--- src/rtl/iwrr_arbiter_core_pkg.sv ---
// -----------------------------------------------------------------------------
// iwrr_arbiter_core_pkg
// Shared definitions for the interleaved weighted round-robin arbiter:
// FSM state encoding and a small helper for sizing the rotation pointer.
// -----------------------------------------------------------------------------
package iwrr_arbiter_core_pkg;

  localparam int STATE_W = 2;

  // INIT  : first credit load after reset (no round pulse)
  // ARB   : waiting for an eligible requester
  // GRANT : grant offered, waiting for the consumer handshake
  // LOAD  : round finished, credits reload, round pulse
  typedef enum logic [STATE_W-1:0] {
    ST_INIT  = 2'd0,
    ST_ARB   = 2'd1,
    ST_GRANT = 2'd2,
    ST_LOAD  = 2'd3
  } state_e;

  // Width of an index into n requesters; never narrower than one bit.
  function automatic int ptr_width(input int n);
    return (n > 1) ? $clog2(n) : 1;
  endfunction

endpackage

--- src/rtl/iwrr_arbiter_core_arb_rr_picker.sv ---
// -----------------------------------------------------------------------------
// arb_rr_picker
// Combinational circular first-one finder. Starting at ptr_i and moving
// upward (wrapping past P_N-1 to 0), returns the first set bit of elig_i as a
// one-hot vector.
//
// Ports:
//   elig_i  [P_N-1:0]      eligible requesters
//   ptr_i   [P_PTR_W-1:0]  index where the search starts (must be < P_N)
//   pick_o  [P_N-1:0]      one-hot winner, zero when nothing is eligible
//   any_o                  at least one requester is eligible
// -----------------------------------------------------------------------------
module arb_rr_picker #(
  parameter int P_N     = 4,
  parameter int P_PTR_W = 2
) (
  input  logic [P_N-1:0]     elig_i,
  input  logic [P_PTR_W-1:0] ptr_i,
  output logic [P_N-1:0]     pick_o,
  output logic               any_o
);

  // One extra bit so ptr + offset cannot overflow before the wrap test.
  localparam int IW = P_PTR_W + 1;

  logic [IW-1:0] idx;
  logic          found;

  always_comb begin
    pick_o = '0;
    found  = 1'b0;
    idx    = '0;
    for (int k = 0; k < P_N; k++) begin
      idx = {1'b0, ptr_i} + IW'(k);
      if (idx >= IW'(P_N)) begin
        idx = idx - IW'(P_N);
      end
      if (!found && elig_i[idx[P_PTR_W-1:0]]) begin
        pick_o[idx[P_PTR_W-1:0]] = 1'b1;
        found                    = 1'b1;
      end
    end
  end

  assign any_o = |elig_i;

endmodule

--- src/rtl/iwrr_arbiter_core.sv ---
// -----------------------------------------------------------------------------
// iwrr_arbiter_core
// Sequential interleaved weighted round-robin arbiter. Each requester owns a
// credit counter reloaded from its programmable weight at every round start.
// One grant at a time is offered through a valid/ready handshake, rotating
// across requesters; each accepted grant consumes one credit. When all credits
// are spent (or nobody requesting has credit left while some requester with a
// non-zero weight is still asking) the round ends: credits reload, a one-cycle
// pulse is emitted and the completed-round counter advances.
//
// Ports:
//   clk            clock, all state on rising edge
//   rst            asynchronous active-high reset
//   req_i          level request per requester (bit n = requester n)
//   req_weight_i   packed weights, requester 0 in the leftmost field
//   grant_o        registered one-hot grant, meaningful when grant_valid_o=1
//   grant_valid_o  grant offered
//   grant_ready_i  consumer accepts the offered grant
//   round_comp_o   one-cycle pulse while credits reload at round end
//   round_cnt_o    completed rounds, wraps modulo 2^P_ROUND_CNT_W
// -----------------------------------------------------------------------------
module iwrr_arbiter_core
  import iwrr_arbiter_core_pkg::*;
#(
  parameter int P_REQUESTER_NUM = 4,
  parameter int P_WEIGHT_W      = 3,
  parameter int P_ROUND_CNT_W   = 8
) (
  input  logic                                  clk,
  input  logic                                  rst,
  input  logic [P_REQUESTER_NUM-1:0]            req_i,
  input  logic [0:P_REQUESTER_NUM*P_WEIGHT_W-1] req_weight_i,
  output logic [P_REQUESTER_NUM-1:0]            grant_o,
  output logic                                  grant_valid_o,
  input  logic                                  grant_ready_i,
  output logic                                  round_comp_o,
  output logic [P_ROUND_CNT_W-1:0]              round_cnt_o
);

  localparam int N     = P_REQUESTER_NUM;
  localparam int W     = P_WEIGHT_W;
  localparam int PTR_W = ptr_width(P_REQUESTER_NUM);

  // State registers and their next-state values
  state_e                   state_q, state_d;
  logic [N-1:0][W-1:0]      credit_q, credit_d;
  logic [PTR_W-1:0]         ptr_q, ptr_d;
  logic [N-1:0]             grant_q, grant_d;
  logic                     grant_valid_q, grant_valid_d;
  logic                     round_comp_q, round_comp_d;
  logic [P_ROUND_CNT_W-1:0] round_cnt_q, round_cnt_d;

  // Unpacked views and derived vectors
  logic [N-1:0][W-1:0] weight;
  logic [N-1:0][W-1:0] credit_hs;
  logic [N-1:0]        weight_nz;
  logic [N-1:0]        credit_nz;
  logic [N-1:0]        credit_hs_nz;
  logic [N-1:0]        elig_arb;
  logic [N-1:0]        elig_hs;
  logic [N-1:0]        pick_arb;
  logic [N-1:0]        pick_hs;
  logic                any_arb;
  logic                any_hs;
  logic [PTR_W-1:0]    grant_idx;
  logic [PTR_W-1:0]    ptr_hs;
  logic                handshake;
  logic                early_reload;

  // The weight bus is ascending, so n*W is the MSB of requester n's field;
  // assigning the ascending slice into a descending vector keeps that order.
  for (genvar n = 0; n < N; n++) begin : g_unpack
    assign weight[n]       = req_weight_i[n*W +: W];
    assign weight_nz[n]    = |weight[n];
    assign credit_nz[n]    = |credit_q[n];
    assign credit_hs_nz[n] = |credit_hs[n];
  end

  assign handshake    = grant_valid_q & grant_ready_i;
  assign elig_arb     = req_i & credit_nz;
  assign elig_hs      = req_i & credit_hs_nz;
  // A requester is still asking and would get credit from a reload, but no
  // one asking has credit now: finish the round early instead of stalling.
  assign early_reload = |(req_i & weight_nz);

  // Credits and pointer as they will be after the current grant is accepted.
  always_comb begin
    credit_hs = credit_q;
    grant_idx = '0;
    for (int n = 0; n < N; n++) begin
      if (grant_q[n]) begin
        credit_hs[n] = credit_q[n] - W'(1);
        grant_idx    = PTR_W'(n);
      end
    end
    if (grant_idx == PTR_W'(N - 1)) begin
      ptr_hs = '0;
    end else begin
      ptr_hs = grant_idx + PTR_W'(1);
    end
  end

  arb_rr_picker #(
    .P_N     (N),
    .P_PTR_W (PTR_W)
  ) u_pick_arb (
    .elig_i (elig_arb),
    .ptr_i  (ptr_q),
    .pick_o (pick_arb),
    .any_o  (any_arb)
  );

  // Second picker looks ahead with post-handshake credits and pointer so a
  // new grant can follow an accepted one without an idle cycle.
  arb_rr_picker #(
    .P_N     (N),
    .P_PTR_W (PTR_W)
  ) u_pick_hs (
    .elig_i (elig_hs),
    .ptr_i  (ptr_hs),
    .pick_o (pick_hs),
    .any_o  (any_hs)
  );

  always_comb begin
    state_d       = state_q;
    credit_d      = credit_q;
    ptr_d         = ptr_q;
    grant_d       = grant_q;
    grant_valid_d = grant_valid_q;
    round_comp_d  = 1'b0;
    round_cnt_d   = round_cnt_q;

    unique case (state_q)
      ST_INIT: begin
        credit_d = weight;
        state_d  = ST_ARB;
      end

      ST_ARB: begin
        if (any_arb) begin
          grant_d       = pick_arb;
          grant_valid_d = 1'b1;
          state_d       = ST_GRANT;
        end else if (early_reload) begin
          round_comp_d = 1'b1;
          state_d      = ST_LOAD;
        end
      end

      ST_GRANT: begin
        // Grant is held regardless of req_i until the consumer accepts it.
        if (handshake) begin
          credit_d = credit_hs;
          ptr_d    = ptr_hs;
          if (~|credit_hs_nz) begin
            grant_d       = '0;
            grant_valid_d = 1'b0;
            round_comp_d  = 1'b1;
            state_d       = ST_LOAD;
          end else if (any_hs) begin
            grant_d = pick_hs;
          end else begin
            grant_d       = '0;
            grant_valid_d = 1'b0;
            state_d       = ST_ARB;
          end
        end
      end

      ST_LOAD: begin
        credit_d    = weight;
        round_cnt_d = round_cnt_q + P_ROUND_CNT_W'(1);
        state_d     = ST_ARB;
      end

      default: begin
        state_d = ST_INIT;
      end
    endcase
  end

  always_ff @(posedge clk or posedge rst) begin
    if (rst) begin
      state_q       <= ST_INIT;
      credit_q      <= '0;
      ptr_q         <= '0;
      grant_q       <= '0;
      grant_valid_q <= 1'b0;
      round_comp_q  <= 1'b0;
      round_cnt_q   <= '0;
    end else begin
      state_q       <= state_d;
      credit_q      <= credit_d;
      ptr_q         <= ptr_d;
      grant_q       <= grant_d;
      grant_valid_q <= grant_valid_d;
      round_comp_q  <= round_comp_d;
      round_cnt_q   <= round_cnt_d;
    end
  end

  assign grant_o       = grant_q;
  assign grant_valid_o = grant_valid_q;
  assign round_comp_o  = round_comp_q;
  assign round_cnt_o   = round_cnt_q;

endmodule

--- config.mk ---
export PLATFORM = sky130hd
export DESIGN_NAME = iwrr_arbiter_core
export DESIGN_NICKNAME = d
export VERILOG_FILES = /design/src/rtl/iwrr_arbiter_core_pkg.sv /design/src/rtl/iwrr_arbiter_core_arb_rr_picker.sv /design/src/rtl/iwrr_arbiter_core.sv
export SDC_FILE = /design/constraint.sdc
export NUM_CORES = 1
export LEC_CHECK = 0
export ABC_AREA = 1
export CORE_MARGIN = 8
export CORE_UTILIZATION = 45
export DETAILED_ROUTE_END_ITERATION = 8
export GPL_ROUTABILITY_DRIVEN = 1
export HOLD_SLACK_MARGIN = 0.12
export PLACE_DENSITY = 0.67
export SLEW_MARGIN = 0
export SYNTH_ARGS = -nofsm -noshare
export SYNTH_HDL_FRONTEND = slang
export SYNTH_SLANG_ARGS = --single-unit
--- constraint.sdc ---
create_clock -name clk -period 6.2 [get_ports clk]
set_input_delay 1.24 -clock clk [delete_from_list [all_inputs] [get_ports clk]]
set_output_delay 1.24 -clock clk [all_outputs]
set_load 0.05 [all_outputs]
==> metrics.md <==
| Metric | Value |
|---|---|
| CP Cell Sequence | clkdlybuf4s50_1 |
| IO Pins | 33 |
| Placed cell count | 477 |
| Synthesized instance count | 378 |
| Max-slew violation count | 0 |
| R2R Setup Slk | 3.46 ns |
| Syn Std Cell Area | 2600 sq um |
| Vias in the first global route | 2415 |
| Main synth FF type | dfrtp_1 |
| Commonest non-fill, non-tap cell in the layout | nand2_1 |
| Clock latency on the worst-skew pair | 0.28 ns |
| CTS tree | built |
| Most frequent cells in the layout | nand2_1 (101), inv_1 (46), nand3_1 (46) |
| Hold buffer count at CTS | 0 |
| Resize count post-CTS | 0 |
| Num CTS Buffers | 5 |
| Crit Path Max Fanout | 10 |
| Library cells used by synthesis | 34 |
| EDFF count, synth | 0 |
| Routed len/inst | 13.5 um |
| Min Tclk post-route | 3.05 ns |
| Buffers on Ports | 32 |
| Final Non-Filler Cells | 485 |
| Top Family by Delay on Critical Path | buffers and inverters |
| Worst Setup End Kind | primary output |
| Slew headroom | 58.5% |
| Register area share after synthesis | 28.9% |
| DR iter-0 viols | 200 |
| Worst hold path depth | 1 |
| Synth Register Bits | 30 |
| Critical path arrival | 1.81 ns |
| Worst path required time | 4.96 ns |
| Top post-synthesis cells by area | dfrtp_1 (29%), nand2_1 (15%), ha_1 (12%), nand3_1 (8.9%), inv_1 (6.6%) |
| Vias per cell | 5.04 |
| Floorplan Core Area | 5540 sq um |
| Final WL | 6.56 mm |
| Nets | 455 |
| WP buf/inv | 1 |
| Htree depth | 2 |
| Crit path depth | 1 |
| Initial Util | 46.9% |
| CTS Sinks | 30 |
| Least-Margin Pin Slew | 0.616 ns |
| Yosys top cell area share | 28.9% |
| Slowest stage delay, CP | 0.89 ns |
| RSZ-0062 raised after global routing | false |
| Area grow syn2layout | 18.3% |
| DRC violations left | 0 |
| CTS Root Cell | clkbuf_8 |
| Yosys top cell by area | dfrtp_1 |
| Fin. Hold Viols | 0 |
| Initial antenna violation count | 0 |
| DRT antenna net count | 0 |
| Post CTS Setup Buffer Count | 0 |
| Antenna cells | 0 |
| Final HPWL DP | 5.03 mm |
| Max Clock Freq | 328 MHz |
| Largest net degree at the start of global routing | 31 |
| Warnings from Yosys | 0 |
| Cell row count | 27 |
| Slowest-stage cell, CP | clkdlybuf4s50_1 |
| Die height | 92.0 um |
| Final clock skew | 0.00609 ns |
| Vias | 2446 |
| Critical path class | reg2out |
| Die width | 92.0 um |
| Routability-driven placement congestion ratio | 0.827 |
| CTS max path bufs | 2 |
| HP Class | reg2reg |
| First-pass GRT wire length | 11.4 mm |
| Outcome | finished clean |
| Reg2Reg Depth | 11 |
| Post-synthesis async set-or-reset flop share | 100% |
| Avg Cell Area, Syn | 6.88 sq um |
| Die Area | 8470 sq um |
| Final Cycle Share | 49.2% |
| Layout cell share with drive strength beyond 1 | 7.51% |
| Tot GR Track Use | 16.3% |
| First-pass DRT Iterations | 4 |
| Setup crit start kind | flip-flop |
| Clock transition at the registers of the reported paths | 0.07 ns |
| Fin Setup TNS | 0 ns |
| Final setup vio count | 0 |
| GR Overflow Total | 0 |
| Syn nets | 421 |
| Max-Cap Viols | 0 |
[layout make-up]
cell class | count | area, sq um
well taps | 72 | 90.1
inverters | 54 | 205
clock inverters | 1 | 5.00
flip-flops and latches | 30 | 751
repair buffers | 34 | 335
clock buffers | 7 | 86.3
fillers | 571 | 2460
multi-input cells | 287 | 1600
[cells by family after synthesis]
kind of cell / Yosys count / synth area share (%)
simple gates: 198 / 34.1
xor+xnor: 7 / 2.36
buf+inv: 61 / 9.48
flops: 30 / 28.9
compound gates: 58 / 13.7
fa+ha+maj: 24 / 11.5
[sequential cells by signal, indices dropped and copies added, names as in the netlist]
name / cells
state_q: 2
round_comp_o: 1
credit_q: 12
round_cnt_o: 8
grant_o: 4
ptr_q: 2
grant_valid_o: 1
[stage by stage]
stage | worst slack (ns) | area (sq um) | hold slack [ns] | utilization (%)
final | 3.15 | 3080 | 0.470 | 55.5
after global routing | 3.08 | 3080 | 0.512 | 55.5
after CTS | 3.12 | 3080 | 0.476 | 55.5
after detailed placement | 3.02 | 2980 | 0.466 | 53.9
after global placement | 3.09 | 2980 | 0.461 | 53.9
after floorplan | 3.74 | 2600 | 0.533 | -
[worst paths after layout]
path / from / to
worst max-delay path: grant_o[1]$_DFFE_PP0P_ / grant_o[1]
worst min-delay path: round_cnt_o[7]$_DFFE_PP0N_ / round_cnt_o[7]$_DFFE_PP0N_
worst max register to register: grant_o[3]$_DFFE_PP0P_ / grant_o[1]$_DFFE_PP0P_
worst min register to register: round_cnt_o[7]$_DFFE_PP0N_ / round_cnt_o[7]$_DFFE_PP0N_
max in group asynchronous: rst / state_q[1]$_DFFE_PP0P_
min in group asynchronous: rst / credit_q[0]$_DFFE_PP0P_
[synthesized netlist by cell type (all sizes together), types with 4 or more instances]
library cell,n
nand2,111
o22ai,9
o21ai,27
o211ai,5
nand4,6
nor2,31
clkbuf,4
ha,24
inv,51
nand3,47
xor2,5
a21oi,10
dfrtp,30
[layer usage]
metal  wire, um  up-vias  part of all wire [%]  track usage, %
li1           -     1294                     -               -
met1       3130     1094                    48            21.3
met2       2980       48                    45            25.3
met3        309       10                   4.7            3.34
met4        138        0                   2.1            7.25
met5          0        -                     0               0
Power is not shown: default switching activity piles up to over one toggle a cycle in this logic, so the estimate is an artifact.
